File: config.mk
export PLATFORM = sky130hd
export DESIGN_NAME = gate_exerciser
export DESIGN_NICKNAME = d
export VERILOG_FILES = /design/src/rtl/gate_exerciser.sv
export SDC_FILE = /design/constraint.sdc
export NUM_CORES = 1
export LEC_CHECK = 0
export CAP_MARGIN = 10
export CORE_ASPECT_RATIO = 1.4
export CORE_MARGIN = 10
export CORE_UTILIZATION = 45
export DETAILED_ROUTE_END_ITERATION = 12
export DONT_BUFFER_PORTS = 1
export MAX_ROUTING_LAYER = met4
export SYNTH_ARGS = -nofsm -noshare
export SYNTH_HDL_FRONTEND = slang
export SYNTH_SLANG_ARGS = --single-unit
File: constraint.sdc
create_clock -name clk -period 3.1 [get_ports clk]
set_input_delay 0.62 -clock clk [delete_from_list [all_inputs] [get_ports clk]]
set_output_delay 0.62 -clock clk [all_outputs]
set_load 0.02 [all_outputs]
File: src/rtl/gate_exerciser.sv
// gate_exerciser
//   Automatic stimulus and checker for a two-input configurable gate
//   (sel=0 -> y=a&b, sel=1 -> y=a|b). A scan applies every {sel,a,b}
//   vector in order and holds each one for SETTLE_CYCLES cycles. It then
//   samples y_i into an 8-bit truth table and compares the table with
//   EXPECT.
//
//   Optional feature macro: GATE_EXER_STEP_EN. When it is defined, the
//   step_i port exists. Each vector then leaves SETTLE only on a step_i
//   pulse that arrives after the settle count has expired. This suits a
//   push-button on the board.
//
// Parameters
//   SETTLE_CYCLES  cycles each vector is held before sampling (1..255)
//   EXPECT         expected truth table, bit index {sel,a,b}
//
// Ports
//   clk       clock, rising edge
//   rst_n     synchronous active-low reset
//   start     one-cycle scan request, honoured in IDLE or DONE
//   sel_o     select driven to the gate under test
//   a_o, b_o  operands driven to the gate under test
//   y_i       gate output, sampled after the settle time
//   step_i    manual advance pulse (GATE_EXER_STEP_EN only)
//   busy      scan in progress
//   done      scan complete; table_o/pass/fail_idx valid
//   table_o   captured truth table
//   pass      table_o == EXPECT
//   fail_idx  lowest mismatching index, 0 when pass
module gate_exerciser #(
  parameter int unsigned SETTLE_CYCLES = 4,
  parameter logic [7:0]  EXPECT        = 8'hE8
) (
  input  logic       clk,
  input  logic       rst_n,
  input  logic       start,
  output logic       sel_o,
  output logic       a_o,
  output logic       b_o,
  input  logic       y_i,
`ifdef GATE_EXER_STEP_EN
  input  logic       step_i,
`endif
  output logic       busy,
  output logic       done,
  output logic [7:0] table_o,
  output logic       pass,
  output logic [2:0] fail_idx
);

  typedef enum logic [1:0] {
    IDLE   = 2'd0,
    SETTLE = 2'd1,
    SAMPLE = 2'd2,
    DONE   = 2'd3
  } state_t;

  localparam logic [7:0] SETTLE_LAST = 8'(SETTLE_CYCLES - 1);

  state_t     state, state_next;
  logic [2:0] idx;
  logic [7:0] cnt;
  logic       settle_done;
  logic [7:0] table_sampled;
  logic [7:0] mismatch;
  logic [2:0] fail_lowest;

  // idx is 0 in IDLE, so the drives are 0 there as well.
  assign {sel_o, a_o, b_o} = idx;

`ifdef GATE_EXER_STEP_EN
  // A step pulse before expiry has no effect, so it is dropped rather than queued.
  assign settle_done = (cnt == SETTLE_LAST) && step_i;
`else
  assign settle_done = (cnt == SETTLE_LAST);
`endif

  // The table as it will look after the current sample. The final result
  // is computed from this so that it includes the last vector.
  always_comb begin
    // NOTE: defaults come first so that no path leaves a variable unassigned, which would infer a latch.
    table_sampled      = table_o;
    table_sampled[idx] = y_i;
    mismatch           = table_sampled ^ EXPECT;
    fail_lowest        = 3'd0;
    // Scan downward so that the lowest mismatching index is the one kept.
    for (int i = 7; i >= 0; i--) begin
      if (mismatch[i]) fail_lowest = 3'(i);
    end
  end

  always_comb begin
    state_next = state;
    case (state)
      IDLE, DONE: if (start)       state_next = SETTLE;
      SETTLE:     if (settle_done) state_next = SAMPLE;
      SAMPLE:     state_next = (idx == 3'd7) ? DONE : SETTLE;
      default:    state_next = IDLE;
    endcase
  end

  always_ff @(posedge clk) begin
    // NOTE: every register, the truth table included, is reset so that a mid-scan reset discards partial results.
    if (!rst_n) begin
      state    <= IDLE;
      idx      <= 3'd0;
      cnt      <= 8'd0;
      table_o  <= 8'd0;
      busy     <= 1'b0;
      done     <= 1'b0;
      pass     <= 1'b0;
      fail_idx <= 3'd0;
    end else begin
      // NOTE: sequential state uses non-blocking assignments, so every register updates from pre-edge values.
      state <= state_next;
      case (state)
        IDLE, DONE: begin
          if (start) begin
            idx      <= 3'd0;
            cnt      <= 8'd0;
            table_o  <= 8'd0;
            busy     <= 1'b1;
            done     <= 1'b0;
            pass     <= 1'b0;
            fail_idx <= 3'd0;
          end
        end
        SETTLE: begin
          // Hold at the last value once the count expires. In step mode the
          // count then stays "expired" until step_i arrives.
          if (cnt != SETTLE_LAST) cnt <= cnt + 8'd1;
        end
        SAMPLE: begin
          table_o <= table_sampled;
          if (idx != 3'd7) begin
            idx <= idx + 3'd1;
            cnt <= 8'd0;
          end else begin
            busy     <= 1'b0;
            done     <= 1'b1;
            pass     <= (mismatch == 8'd0);
            fail_idx <= fail_lowest;
          end
        end
        default: ;
      endcase
    end
  end

endmodule

==> flow_summary.json, run 1 <==
{
  "vias": 1355,
  "clock-sinks": 27,
  "ctsRootBufferMaster": "clkbuf_8",
  "wire_length_on_met3_um": 232,
  "layout.filler_cells": 316,
  "synth_ff_type": "dfxtp_1",
  "grt_overflow": 0,
  "maximum_single_stage_delay_on_the_critical_path_ns": 0.73,
  "diodes": 0,
  "avg_inst_size_synth_um2": 7.98,
  "worstSkewPairLatency_ns": 0.27,
  "setup_tns_ns": 0,
  "status": "completed",
  "maxSlewViolCount": 0,
  "synth_seq_cells": 27,
  "route.detailed.drc": 0,
  "power.ir.vdd_worst_uv": 214,
  "grt.total_usage": 0.123,
  "tightest_slew_ns": 0.695,
  "dieWidth_um": 69.6,
  "worst_clock_skew_ns": 0.00719,
  "cts.path.max_buffers": 2,
  "grt_antenna_before_repair": 0,
  "multi_input_comb_area_um2": 936,
  "rsz_0062_raised_after_global_routing": "false",
  "placement.cell_area_um2": 1580,
  "worst_slack_ns": 0.665,
  "yosysUniqueCellTypes": 47,
  "drtPass1Iterations": 4,
  "cap_viol_max_count": 0,
  "die_outline_area_um2": 6220,
  "initial_core_util": 0.463,
  "first_global_vias": 1363,
  "hold_viol_final": 0,
  "core_area_um2": 3350,
  "synth-async-reset-ratio": 0,
  "mappedNetlistNets": 204,
  "cts_inserted_buffers": 3,
  "achievable-frequency_ghz": 0.411,
  "cts_resized": 0,
  "globalplace.congestion": 0.848,
  "cp.required_ns": 3.29,
  "drt_first_iter_violations": 43,
  "grt_max_degree": 19,
  "timing.critical_path.mode_cell": "ha_1",
  "max_fanout_on_critical_path": 15,
  "grt_first_pass_wirelength_um": 6280,
  "cts_hold_buffers": 0,
  "post_route_design_area_um2": 1620,
  "final_nets": 201,
  "met2_length_um": 1880,
  "min_period_over_period": 0.785,
  "htree_levels": 1,
  "power_density_nw_per_um2": 463,
  "routedLengthMet1_um": 1470,
  "drive_above_1_share": 0.0737,
  "hp-class": "input pin to flip-flop",
  "timing.final.crit_period_ns": 2.43,
  "timing.final.setup_violations": 0,
  "syn-cell-area_um2": 1550,
  "slowest_stage": "dfxtp_1",
  "path_cells": "ha_1 -> ha_1 -> nand2_1 -> nor4_1 -> and2_1 -> nand4b_1 -> a21oi_1",
  "dr.max_layer_used": "met4",
  "cp_data_arrival_time_ns": 2.62,
  "clkSlewWorstSetupHoldPaths_ns": 0.09,
  "die_y_extent_um": 89.4,
  "placedCellCount": 226,
  "cts_post_setup_buffers_inserted": 0,
  "preCtsSetupSlack_ns": 0.677,
  "aggregate_routed_wire_length_um": 3610,
  "place.port_buffers": 0,
  "cts_tree": "done",
  "yosysSeqAreaShare": 0.349,
  "ys.warnings.count": 0,
  "holdWs_ns": 0.459,
  "layout-area-overhead-vs-synth_pct": 4.69,
  "routed_wire_length_per_instance_um": 15.7,
  "layout.cells.non_filler": 230,
  "antenna_left": 0,
  "post_synth_inst_count": 194,
  "path_class": "flip-flop to flip-flop",
  "crit_path_start_kind": "flip-flop",
  "hpwl_um": 2760,
  "final-seq-area_um2": 541,
  "p_leak_nw": 0.583,
  "slew-limit-headroom": 0.536,
  "synth_edf_count": 0,
  "routed_via_density": 5.89,
  "boundaryPins": 21,
  "critPathCaptureType": "flip-flop",
  "fp-row-count": 25
}
-- registers in the layout, summed over array words and instances, names as in the netlist --
register / cells
table_o: 8
idx: 3
busy: 1
done: 1
cnt: 8
pass: 1
fail_idx: 3
state: 2
-- path summary, 6_finish.rpt --
kind	slack (ns)	startpoint	end	depth (start not counted)
worst max register to register	0.67	idx[0]	pass	7
worst min register to register	0.55	busy	busy	2
worst min-delay path	0.46	rst_n	busy	2
worst max-delay path	0.67	idx[0]	pass	7
-- area by class of cell --
cell class	count	share of cell area
Tap cell	40	0.0309
Clock buffer	3	0.0255
Multi-Input combinational cell	148	0.577
Clock inverter	1	0.00309
Timing Repair Buffer	2	0.00926
Inverter	9	0.0208
Sequential cell	27	0.333
-- layout by cell type (no fill, tap or decap), types with 4 or more instances in the layout --
master / n
inv_1: 8
a22oi_1: 4
nand2_1: 17
o21ai_0: 8
ha_1: 6
a21oi_1: 19
nand3_1: 7
xor2_1: 4
mux2i_1: 4
nor2_1: 29
nor3b_1: 5
dfxtp_1: 27
-- synthesized netlist by cell type, drive strengths merged, types with 2 or more instances --
master | n | share of area
a21o | 2 | 0.0097
a21oi | 19 | 0.061
a22oi | 4 | 0.019
a2bb2oi | 3 | 0.017
and2 | 2 | 0.0081
and3 | 2 | 0.0089
clkbuf | 9 | 0.022
dfxtp | 27 | 0.35
ha | 6 | 0.048
inv | 8 | 0.019
mux2 | 2 | 0.015
mux2i | 4 | 0.026
nand2 | 17 | 0.041
nand2b | 3 | 0.012
nand3 | 7 | 0.023
nand3b | 3 | 0.015
nand4 | 2 | 0.0081
nor2 | 29 | 0.070
nor3 | 2 | 0.0065
nor3b | 5 | 0.024
nor4 | 2 | 0.0081
o211ai | 2 | 0.0097
o21ai | 8 | 0.026
xor2 | 4 | 0.023
-- per-stage QoR --
step	utilization	power (W)
after floorplan	-	0.000521
after global placement	0.471	0.000558
after detailed placement	0.471	0.000564
after CTS	0.484	0.000762
after global routing	0.484	0.000799
final	0.484	0.000751
-- power breakdown --
group          switching (W)  total (W)  leakage, nW  internal, W
Sequential         0.0000191   0.000379        0.218     0.000360
Clock               0.000106   0.000196       0.0255    0.0000899
Combinational       0.000115   0.000176        0.339    0.0000611
Total               0.000240   0.000751        0.583     0.000511
-- layer usage --
metal,global-route usage,vias to the layer above
met4,0.0440,0
li1,-,685
met1,0.116,648
met5,-,-
met2,0.230,20
met3,0.0400,2
-- worst max-delay path: cells and delay by family, from the launching register on --
family          cells  cell delay (ns)
compound gates      1             0.14
simple gates        4             0.90
fa+ha+maj           2             0.59
flops               1             0.73
-- logic make-up (layout without fill, tap and decap cells) --
kind of cell / count (synthesis) / in the layout / synth area share
flops: 27 / 27 / 0.349
buf+inv: 19 / 15 / 0.0468
mux: 6 / 6 / 0.0404
simple gates: 81 / 81 / 0.265
compound gates: 50 / 50 / 0.222
fa+ha+maj: 6 / 6 / 0.0485
xor+xnor: 5 / 5 / 0.0283
Power figures use the tool's default switching activity.
==> inputs of run 2 (changes only) <==
Clock period 3.1 ns to 2.49 ns, I/O delays scaled along.
==> flow_summary.json, run 2 (synthesized netlist as in run 1, its figures left out) <==
{
  "cts_hold_buffers": 0,
  "final_nets": 204,
  "drtPass1Iterations": 4,
  "preCtsSetupSlack_ns": 0.476,
  "drt_first_iter_violations": 52,
  "grt.total_usage": 0.127,
  "tightest_slew_ns": 0.544,
  "dieWidth_um": 69.6,
  "cap_viol_max_count": 0,
  "setup_tns_ns": 0,
  "routed_wire_length_per_instance_um": 16.2,
  "maxSlewViolCount": 0,
  "slew-limit-headroom": 0.634,
  "cts.path.max_buffers": 2,
  "cp_data_arrival_time_ns": 2.21,
  "grt_antenna_before_repair": 0,
  "layout-area-overhead-vs-synth_pct": 6.30,
  "hp-class": "input pin to flip-flop",
  "fp-row-count": 25,
  "drive_above_1_share": 0.0881,
  "globalplace.congestion": 0.885,
  "htree_levels": 1,
  "achievable-frequency_ghz": 0.492,
  "cp.required_ns": 2.67,
  "place.port_buffers": 0,
  "mostFrequentLayoutCell": "nor2_1",
  "worst_clock_skew_ns": 0.00219,
  "status": "completed",
  "cts_tree": "done",
  "cts_post_setup_buffers_inserted": 0,
  "critPathCaptureType": "flip-flop",
  "boundaryPins": 21,
  "worstSkewPairLatency_ns": 0.27,
  "grt_max_degree": 19,
  "antenna_left": 0,
  "route.detailed.drc": 0,
  "min_period_over_period": 0.816,
  "p_leak_nw": 0.596,
  "diodes": 0,
  "ctsRootBufferMaster": "clkbuf_8",
  "first_global_vias": 1385,
  "clkSlewWorstSetupHoldPaths_ns": 0.09,
  "power_density_nw_per_um2": 575,
  "cts_inserted_buffers": 3,
  "grt_overflow": 0,
  "initial_core_util": 0.463,
  "clock-sinks": 27,
  "routed_via_density": 5.82,
  "post_route_design_area_um2": 1650,
  "power.ir.vdd_worst_uv": 301,
  "path_class": "flip-flop to flip-flop",
  "hold_viol_final": 0,
  "reg_top3": "cnt x8, table_o x8",
  "crit_path_start_kind": "flip-flop",
  "aggregate_routed_wire_length_um": 3770,
  "die_y_extent_um": 89.4,
  "hpwl_um": 2880,
  "timing.final.crit_period_ns": 2.03,
  "placement.cell_area_um2": 1600,
  "worst_slack_ns": 0.459,
  "most_frequent_cells_in_the_layout": "nor2_1 (29), dfxtp_1 (27), a21oi_1 (19), nand2_1 (17)",
  "timing.final.setup_violations": 0,
  "core_area_um2": 3350,
  "vias": 1357,
  "max_fanout_on_critical_path": 9,
  "cts_resized": 0,
  "grt_first_pass_wirelength_um": 6440,
  "rsz_0062_raised_after_global_routing": "false",
  "die_outline_area_um2": 6220
}
run 2: cell count changes in the layout (fill, tap and decap cells not counted), sizes merged:
| cell | delta |
|---|---|
| clkinvlp | +1 |
| buf | +3 |
| clkinv | -1 |
run 2: path summary, 6_finish.rpt:
| check | from | endpoint | slack (ns) | depth (start not counted) |
|---|---|---|---|---|
| worst max-delay path | state[0] | fail_idx[0] | 0.46 | 7 |
| worst min-delay path | rst_n | busy | 0.33 | 2 |
| worst max register to register | state[0] | fail_idx[0] | 0.46 | 7 |
| worst min register to register | busy | busy | 0.56 | 2 |
run 2: layer usage:
metal / share of wire / vias up / track usage
met5: 0 / - / -
met4: 0.012 / 0 / 0.0440
met3: 0.057 / 4 / 0.0300
met2: 0.53 / 30 / 0.232
met1: 0.40 / 635 / 0.132
li1: - / 688 / -
run 2: through the flow:
step	utilization	hold slack, ns	power, W	std cells
after floorplan	-	0.481	0.000648	194
after global placement	0.477	0.521	0.000698	229
after detailed placement	0.477	0.541	0.000706	229
after CTS	0.492	0.327	0.000960	233
after global routing	0.492	0.337	0.00101	233
final	0.492	0.329	0.000947	233
run 2: layout make-up:
| cell class | instances | area [um2] |
|---|---|---|
| multi-input combinational | 148 | 936 |
| fill | 352 | 1700 |
| clock inverter | 1 | 7.51 |
| tap | 40 | 50.0 |
| inverter | 9 | 33.8 |
| clock buffer | 3 | 41.3 |
| timing repair buffer | 5 | 37.5 |
| sequential | 27 | 541 |
run 2: power breakdown:
group / internal, W / leakage (nW) / switching (W) / total [W]
registers: 0.000448 / 0.218 / 0.0000203 / 0.000469
logic: 0.0000776 / 0.356 / 0.000148 / 0.000225
clock network: 0.000114 / 0.0217 / 0.000140 / 0.000253
run 2: critical path, cell delays in order, from the launching register on:
cell	delay [ns]
dfxtp_1	0.40
inv_1	0.06
ha_1	0.34
nand2b_1	0.28
o21ai_0	0.19
a21o_1	0.26
and3_1	0.21
a31o_2	0.20
==> inputs of run 3 (changes only) <==
Clock period 2.49 ns to 2.06 ns, I/O delays scaled along.
==> flow_summary.json, run 3 (synthesized netlist as in run 1, its figures left out) <==
{
  "antenna_left": 0,
  "rsz_0062_raised_after_global_routing": "true",
  "most_frequent_cells_in_the_layout": "nor2_1 (29), dfxtp_1 (25), a21oi_1 (18), nand2_1 (17), buf_4 (11)",
  "path_class": "flip-flop to flip-flop",
  "cts_inserted_buffers": 3,
  "dieWidth_um": 69.6,
  "cts_tree": "done",
  "power_density_nw_per_um2": 683,
  "power.ir.vdd_worst_uv": 469,
  "cap_viol_max_count": 0,
  "layout.cells.non_filler": 239,
  "cp_data_arrival_time_ns": 2.16,
  "placedCellCount": 234,
  "htree_levels": 1,
  "p_leak_nw": 0.628,
  "route.detailed.drc": 0,
  "grt_overflow": 0,
  "drt_first_iter_violations": 29,
  "min_path_cells": 2,
  "hp-class": "input pin to flip-flop",
  "mostFrequentLayoutCell": "nor2_1",
  "maxSlewViolCount": 0,
  "layout.filler_cells": 327,
  "routed_via_density": 5.73,
  "placement.cell_area_um2": 1640,
  "grt.total_usage": 0.119,
  "post_route_design_area_um2": 1700,
  "tightest_slew_ns": 0.523,
  "holdWs_ns": 0.258,
  "ctsRootBufferMaster": "clkbuf_8",
  "hpwl_um": 2820,
  "final_nets": 210,
  "slew-limit-headroom": 0.649,
  "drtPass1Iterations": 4,
  "vias": 1369,
  "max_fanout_on_critical_path": 7,
  "critPathCaptureType": "flip-flop",
  "die_outline_area_um2": 6220,
  "timing.final.setup_violations": 0,
  "timing.final.crit_period_ns": 1.99,
  "die_y_extent_um": 89.4,
  "hold_viol_final": 0,
  "grt_antenna_before_repair": 0,
  "routed_wire_length_per_instance_um": 15.3,
  "boundaryPins": 21,
  "cts_hold_buffers": 0,
  "status": "completed",
  "initial_core_util": 0.463,
  "worst_clock_skew_ns": 0.00691,
  "clkSlewWorstSetupHoldPaths_ns": 0.09,
  "drive_above_1_share": 0.141,
  "diodes": 0,
  "crit_path_start_kind": "flip-flop",
  "achievable-frequency_ghz": 0.502,
  "place.port_buffers": 0,
  "aggregate_routed_wire_length_um": 3650,
  "grt_max_degree": 19,
  "globalplace.congestion": 0.900,
  "first_global_vias": 1341,
  "clock-sinks": 27,
  "reg_top3": "cnt x8, table_o x8",
  "core_area_um2": 3350,
  "worstSkewPairLatency_ns": 0.27,
  "min_period_over_period": 0.967,
  "timing.reg2reg.worst_path_depth": 5,
  "fp-row-count": 25,
  "layout-area-overhead-vs-synth_pct": 10.0,
  "cp.required_ns": 2.23,
  "cts.path.max_buffers": 2,
  "grt_first_pass_wirelength_um": 6070
}
run 3: changes by cell type in the layout (fill, tap and decap cells not counted), sizes merged:
| cell | change |
|---|---|
| clkinvlp | -1 |
| clkinv | +1 |
| buf | +6 |
run 3: cell type report:
cell class	count	area (um2)	area share
Multi-Input combinational cell	148	948	0.557
Sequential cell	27	543	0.319
Timing Repair Buffer	11	82.6	0.0485
Tap cell	40	50.0	0.0294
Clock buffer	3	41.3	0.0242
Inverter	9	33.8	0.0198
Clock inverter	1	5.00	0.00294
run 3: timing repair:
item | 4_1_cts | 5_1_grt
hold endpoints to repair | 0 | 0
setup buffers | 0 | 1
gates resized for setup | 0 | 5
endpoints found under the setup margin | 0 | 3
run 3: stage by stage:
| stage | worst slack [ns] | power, W | TNS (ns) | util |
|---|---|---|---|---|
| final | 0.0674 | 0.00116 | 0 | 0.509 |
| after global placement | 0.165 | 0.000854 | 0 | 0.489 |
| after CTS | 0.0415 | 0.00117 | 0 | 0.502 |
| after floorplan | 0.143 | 0.000784 | 0 | - |
| after detailed placement | 0.0576 | 0.000869 | 0 | 0.489 |
| after global routing | -0.0118 | 0.00123 | -0.0118 | 0.509 |
run 3: final timing paths:
path | start | to | slack (ns)
hold reg to reg | cnt[7] | cnt[7] | 0.53
hold / removal | rst_n | busy | 0.26
setup / recovery | cnt[0] | state[0] | 0.07
setup reg to reg | cnt[0] | state[0] | 0.07
run 3: critical path, cell delays in order (launching register included):
cell,delay (ns)
dfxtp_2,0.36
ha_2,0.21
or4b_4,0.49
o41ai_4,0.46
a21oi_1,0.13
a311oi_1,0.24
run 3: power breakdown:
group | internal [W] | leakage [nW] | switching (W) | total (W)
Sequential | 0.000543 | 0.219 | 0.0000247 | 0.000567
Combinational | 0.000115 | 0.383 | 0.000188 | 0.000303
Clock | 0.000135 | 0.0255 | 0.000159 | 0.000294
Total | 0.000793 | 0.628 | 0.000372 | 0.00116
run 3: per-layer routing:
layer | up-vias | GRT usage | part of all wire
met4 | 0 | 0.0440 | 0.017
met3 | 5 | 0.0344 | 0.063
li1 | 698 | - | -
met2 | 26 | 0.209 | 0.50
met1 | 640 | 0.123 | 0.42
met5 | - | - | 0
